$ cat config.mk
export PLATFORM = sky130hd
export DESIGN_NAME = dlx_fetch_unit
export DESIGN_NICKNAME = d
export VERILOG_FILES = /design/src/rtl/dlx_pkg.sv /design/src/rtl/dlx_ir_fifo.sv /design/src/rtl/dlx_fetch_unit.sv
export SDC_FILE = /design/constraint.sdc
export NUM_CORES = 1
export LEC_CHECK = 0
export CAP_MARGIN = 20
export CORE_MARGIN = 5
export CORE_UTILIZATION = 32
export DETAILED_ROUTE_END_ITERATION = 8
export PLACE_DENSITY = 0.53
export SLEW_MARGIN = 20
export SYNTH_ARGS = -nofsm -noshare
export SYNTH_HDL_FRONTEND = slang
export SYNTH_SLANG_ARGS = --single-unit
$ cat constraint.sdc
create_clock -name clk -period 5.05 [get_ports clk]
set_input_delay 0.505 -clock clk [delete_from_list [all_inputs] [get_ports clk]]
set_output_delay 0.505 -clock clk [all_outputs]
set_load 0.1 [all_outputs]
$ cat src/rtl/dlx_pkg.sv
// Shared types and default constants for the DLX fetch path.
package dlx_pkg;

  typedef enum logic [1:0] {
    IDLE  = 2'd0,
    RUN   = 2'd1,
    FLUSH = 2'd2
  } fetch_state_t;

  localparam int DLX_IR_SIZE    = 32;
  localparam int DLX_PC_SIZE    = 32;
  localparam int DLX_FIFO_DEPTH = 4;
  localparam int DLX_PC_INC     = 4;
  localparam int DLX_RESET_PC   = 0;

endpackage

$ cat src/rtl/dlx_ir_fifo.sv
// Synchronous prefetch FIFO with flush; head is visible combinationally on rdata.
module dlx_ir_fifo
  import dlx_pkg::*;
#(
  parameter int WIDTH = DLX_IR_SIZE,
  parameter int DEPTH = DLX_FIFO_DEPTH
) (
  input  logic                      clk,
  input  logic                      rst,
  input  logic                      flush,
  input  logic                      push,
  input  logic [WIDTH-1:0]          wdata,
  input  logic                      pop,
  output logic [WIDTH-1:0]          rdata,
  output logic                      empty,
  output logic                      full,
  output logic [$clog2(DEPTH):0]    count
);
  localparam int AW = $clog2(DEPTH);

  logic [WIDTH-1:0] mem [DEPTH];
  logic [AW-1:0]    wptr_q, rptr_q;
  logic [AW:0]      count_q;
  logic             wr, rd;

  assign empty = (count_q == '0);
  assign full  = (count_q == (AW+1)'(DEPTH));
  assign count = count_q;
  assign rdata = mem[rptr_q];
  assign wr    = push && !full && !flush;
  assign rd    = pop && !empty && !flush;

  // Storage is data only and carries no reset; validity comes from count_q.
  always_ff @(posedge clk) begin
    if (wr) mem[wptr_q] <= wdata;
  end

  always_ff @(posedge clk or negedge rst) begin
    if (!rst) begin
      wptr_q  <= '0;
      rptr_q  <= '0;
      count_q <= '0;
    end else if (flush) begin
      wptr_q  <= '0;
      rptr_q  <= '0;
      count_q <= '0;
    end else begin
      if (wr) wptr_q <= wptr_q + AW'(1);
      if (rd) rptr_q <= rptr_q + AW'(1);
      count_q <= count_q + (AW+1)'(wr) - (AW+1)'(rd);
    end
  end

endmodule

$ cat src/rtl/dlx_fetch_unit.sv
// DLX instruction fetch: credit-limited memory requests, in-order prefetch FIFO, redirect flush.
module dlx_fetch_unit
  import dlx_pkg::*;
#(
  parameter int IR_SIZE    = DLX_IR_SIZE,
  parameter int PC_SIZE    = DLX_PC_SIZE,
  parameter int FIFO_DEPTH = DLX_FIFO_DEPTH,
  parameter int PC_INC     = DLX_PC_INC,
  parameter int RESET_PC   = DLX_RESET_PC
) (
  input  logic               clk,
  input  logic               rst,
  input  logic               fetch_en,
  input  logic               redirect_i,
  input  logic [PC_SIZE-1:0] target_i,
  output logic               imem_req_o,
  output logic [PC_SIZE-1:0] imem_addr_o,
  input  logic               imem_gnt_i,
  input  logic               imem_rvalid_i,
  input  logic [IR_SIZE-1:0] imem_rdata_i,
  output logic               ir_valid_o,
  input  logic               ir_ready_i,
  output logic [IR_SIZE-1:0] ir_o,
  output logic [PC_SIZE-1:0] pc_o,
  output logic [PC_SIZE-1:0] npc_o
);
  localparam int                 CW     = $clog2(FIFO_DEPTH) + 1;
  localparam logic [PC_SIZE-1:0] INC    = PC_SIZE'(PC_INC);
  localparam logic [PC_SIZE-1:0] RST_PC = PC_SIZE'(RESET_PC);

  fetch_state_t       state_q, state_d;
  logic [PC_SIZE-1:0] fetch_pc_q, pc_q;
  logic [CW-1:0]      out_q, out_d, drop_q, drop_d, fifo_count;
  logic [CW:0]        credit;
  logic               grant, fifo_push, fifo_pop, fifo_empty, fifo_full;
  logic [IR_SIZE-1:0] fifo_head;

  // Credit covers both buffered and in-flight words so a response always finds room.
  assign credit     = {1'b0, fifo_count} + {1'b0, out_q};
  assign imem_req_o = (state_q == RUN) && fetch_en && (credit < (CW+1)'(FIFO_DEPTH));
  assign grant      = imem_req_o && imem_gnt_i;
  assign fifo_push  = (state_q == RUN) && imem_rvalid_i && !redirect_i;
  assign fifo_pop   = ir_valid_o && ir_ready_i && !redirect_i;
  assign out_d      = out_q + CW'(grant) - CW'(imem_rvalid_i);

  assign imem_addr_o = fetch_pc_q;
  assign ir_valid_o  = !fifo_empty;
  assign ir_o        = fifo_empty ? '0 : fifo_head;
  assign pc_o        = pc_q;
  assign npc_o       = pc_q + INC;

  always_comb begin
    state_d = state_q;
    drop_d  = drop_q;
    case (state_q)
      IDLE: state_d = RUN;
      RUN: begin
        if (redirect_i) begin
          drop_d = out_d;
          if (out_d != '0) state_d = FLUSH;
        end
      end
      FLUSH: begin
        if (redirect_i) begin
          drop_d = out_d;
        end else begin
          if (imem_rvalid_i && (drop_q != '0)) drop_d = drop_q - CW'(1);
          if (drop_d == '0) state_d = RUN;
        end
      end
      default: state_d = IDLE;
    endcase
  end

  always_ff @(posedge clk or negedge rst) begin
    if (!rst) begin
      state_q    <= IDLE;
      fetch_pc_q <= RST_PC;
      pc_q       <= RST_PC;
      out_q      <= '0;
      drop_q     <= '0;
    end else begin
      state_q <= state_d;
      out_q   <= out_d;
      drop_q  <= drop_d;
      if (redirect_i) begin
        fetch_pc_q <= target_i;
        pc_q       <= target_i;
      end else begin
        if (grant)    fetch_pc_q <= fetch_pc_q + INC;
        if (fifo_pop) pc_q       <= pc_q + INC;
      end
    end
  end

  dlx_ir_fifo #(
    .WIDTH (IR_SIZE),
    .DEPTH (FIFO_DEPTH)
  ) u_fifo (
    .clk   (clk),
    .rst   (rst),
    .flush (redirect_i),
    .push  (fifo_push),
    .wdata (imem_rdata_i),
    .pop   (fifo_pop),
    .rdata (fifo_head),
    .empty (fifo_empty),
    .full  (fifo_full),
    .count (fifo_count)
  );

  overflow_chk: assert property (@(posedge clk) disable iff (!rst) !(fifo_push && fifo_full));

endmodule

==> summary.md <==
| Metric | Value |
|---|---|
| Status | finished, final reports clean |
| Sequential area share after synthesis | 56.0% |
| I/O Buffers | 200 |
| Startpoint types | flop |
| DR vias/cell | 5.17 |
| Largest net degree at the start of global routing | 65 |
| RSZ-0062 raised after global routing | false |
| Count leader, synth | edfxtp_1 |
| Setup-failing EPs final | 0 |
| Slew headroom | 26.9% |
| Reg-to-reg startpoint | u_fifo.count[2] |
| Max Cap Violations | 0 |
| First drt pass iteration count | 5 |
| GP Congestion | 0.810 |
| DRC viols | 0 |
| Critical setup path kind | flop to output port |
| Post-synthesis cell type count | 61 |
| Layout cells sized above 1 | 9.78% |
| Most frequent cells after synthesis | 128 x edfxtp_1, 79 x dfrtp_1, 53 x nor2_1 |
| IO Pins | 201 |
| Worst Hold Slack | 446 ps |
| R2r worst-path depth | 12 |
| Register area | 5820 um^2 |
| Yosys warning count | 0 |
| Post-cts resize count | 0 |
| Gate Count Post-Synth | 864 |
| Worst Max-Slew Pin Slew | 1090 ps |
| Crit path capture type | output port |
| Area contributors post-synth | edfxtp_1 37%, dfrtp_1 19%, mux4_2 6.9% |
| Worst skew pair latency | 520 ps |
| CTS max path bufs | 3 |
| Total Wirelength | 30200 um |
| Worst Hold Class | input pin to flop |
| Grt total ovfl | 0 |
| Site Rows | 66 |
| Die H | 190 um |
| Initial antenna violation count | 0 |
| Inserted Diodes | 0 |
| Post-CTS Setup Bufs | 0 |
| Post-synth top area cell | edfxtp_1 |
| Sum of negative setup slack | 0 ps |
| Period minus WS final | 4100 ps |
| First-pass GRT wire length | 46400 um |
| Total Nets Final | 1132 |
| Area of the multi-input gates | 4230 um^2 |
| Total track usage | 16.4% |
| CTS H-tree depth | 1 |
| TritonCTS Buffers | 24 |
| Arrival time of the worst setup path | 3600 ps |
| Placed Area | 12800 um^2 |
| Clock transition at path regs | 60 ps |
| Post-Syn Nets | 951 |
| WP data required | 4550 ps |
| Final Skew | 10.6 ps |
| Mapped Area | 10400 um^2 |
| Fillers | 3040 |
| RR Endpoint | state_q[0] |
| Final Max Slew Viols | 0 |
| Power density over cell area | 545 nW/um^2 |
| Post-synth ARST share | 38.2% |
| Design area | 13600 um^2 |
| Part of the cycle the worst path needs | 81.2% |
| Vias in the first global route | 7511 |
| Pwr Total | 7.41 mW |
| Hold EP | u_fifo.rptr_q[0] |
| CTS Root Cell | clkbuf_16 |
| CTS tree | done |
| Reg2reg setup slack | 1520 ps |
| Worst VDD drop | 283 uV |
| WHS Path Cells | 2 |
| LEAKAGE | 4.71 nW |
| DR WL/cell | 20.1 um |
| Full die area | 36200 um^2 |
| Die width | 190 um |
| Synthesis-stage register bit count | 207 |
| Routed Antenna Nets | 0 |
| Peak Freq | 244 MHz |
| Top_reg_cell synth | edfxtp_1 |
| EDFF count, synth | 128 |
| Initial Utilization | 32.2% |
| Top-area cell type share of the netlist area | 37.0% |
| Initial DRC count | 598 |
| Core area | 32300 um^2 |
| Post-DP HPWL | 21400 um |
| Total number of vias | 7777 |
| Syn-to-layout area delta | 30.9% |
| Min-Delay Startpoint | redirect_i |
| Syn avg cell area | 12.0 um^2 |
| Hold buffers post-CTS | 1 |
| Final Hold Fails | 0 |
| Worst-path fanout max | 11 |
| CTS Sinks | 207 |
worst max-delay path, stage by stage, from the launching register on:
cell             delay, ps
dfrtp_1                530
and3_1                 360
nand4_1                490
nor3_1                 380
xor2_1                 170
clkdlybuf4s50_1       1150
layout by cell type, fill, tap and decap left out, types with 13 or more instances in the layout:
cell / netlist / routed
nand4_1: 30 / 30
clkbuf_16: 0 / 24
clkdlybuf4s50_1: 0 / 194
a31oi_1: 15 / 15
nor2_1: 53 / 53
nand2_1: 44 / 44
a311oi_1: 13 / 13
dfrtp_1: 79 / 78
ha_1: 14 / 14
inv_1: 27 / 27
a211oi_1: 22 / 22
xnor2_1: 33 / 33
mux4_2: 32 / 32
o21ai_0: 18 / 18
buf_4: 4 / 25
nor2b_1: 42 / 42
edfxtp_1: 128 / 128
nand3_1: 24 / 24
o31ai_1: 17 / 17
nor3_1: 29 / 27
nor4_1: 27 / 27
and3_1: 21 / 21
and4_1: 16 / 16
metal layers:
| layer | GRT usage [%] | vias to the layer above | wire, um | share of wire (%) |
|---|---|---|---|---|
| li1 | - | 3670 | - | - |
| met1 | 23.5 | 3822 | 13500 | 45 |
| met2 | 25.6 | 237 | 14000 | 47 |
| met3 | 2.60 | 48 | 1750 | 5.8 |
| met4 | 5.06 | 0 | 920 | 3.0 |
| met5 | 0 | - | 0 | 0 |
sequential cells by signal (all words and copies together) (netlist names):
signal	cells
u_fifo.rptr_q	2
out_q	3
state_q	2
drop_q	3
pc_o	32
u_fifo.wptr_q	2
u_fifo.count	3
imem_addr_o	32
u_fifo.mem	128
cells by family (layout without fill, tap and decap cells):
logic type                 count (synthesis)  count (layout)  share of synthesized area, %
xor gates and xnor gates                  45              45                          3.92
muxes                                     41              41                          7.82
and+or+nand+nor                          341             341                          18.4
AOI/OAI and AO/OA                        121             121                          8.33
buffers and inverters                     93             292                          3.53
adders and majority gates                 16              16                          2.07
DFF                                      207             207                          56.0
per-stage QoR:
stage	utilization, %	std cells	setup WS (ps)
2_1_floorplan	-	864	518
3_3_place_gp	39.8	1460	1370
3_5_place_dp	39.8	1460	1330
4_1_cts	42.2	1505	937
5_1_grt	42.2	1505	650
6_report	42.2	1505	948
worst max-delay path by stage:
stage,from,end,cells after the start
CTS,pc_o[14],npc_o[25],5
global placement,fetch_en,state_q[0],12
floorplan,u_fifo.count[2],state_q[0],12
detailed placement,fetch_en,state_q[0],12
finish,pc_o[14],npc_o[25],5
global route,pc_o[14],npc_o[25],5
where the power goes:
group	internal, mW	switching, mW	leakage (nW)
registers	1.96	0.230	2.09
logic	0.967	2.58	2.24
clock network	0.978	0.705	0.373
cell type report:
| cell class | instances | area share [%] |
|---|---|---|
| clock inverter | 17 | 1.10 |
| timing repair buffer | 220 | 15.7 |
| inverter | 28 | 0.772 |
| clock buffer | 27 | 4.50 |
| multi-input combinational | 564 | 31.1 |
| sequential | 207 | 42.8 |
| tap | 442 | 4.06 |
(Power assumes the default switching activity.)
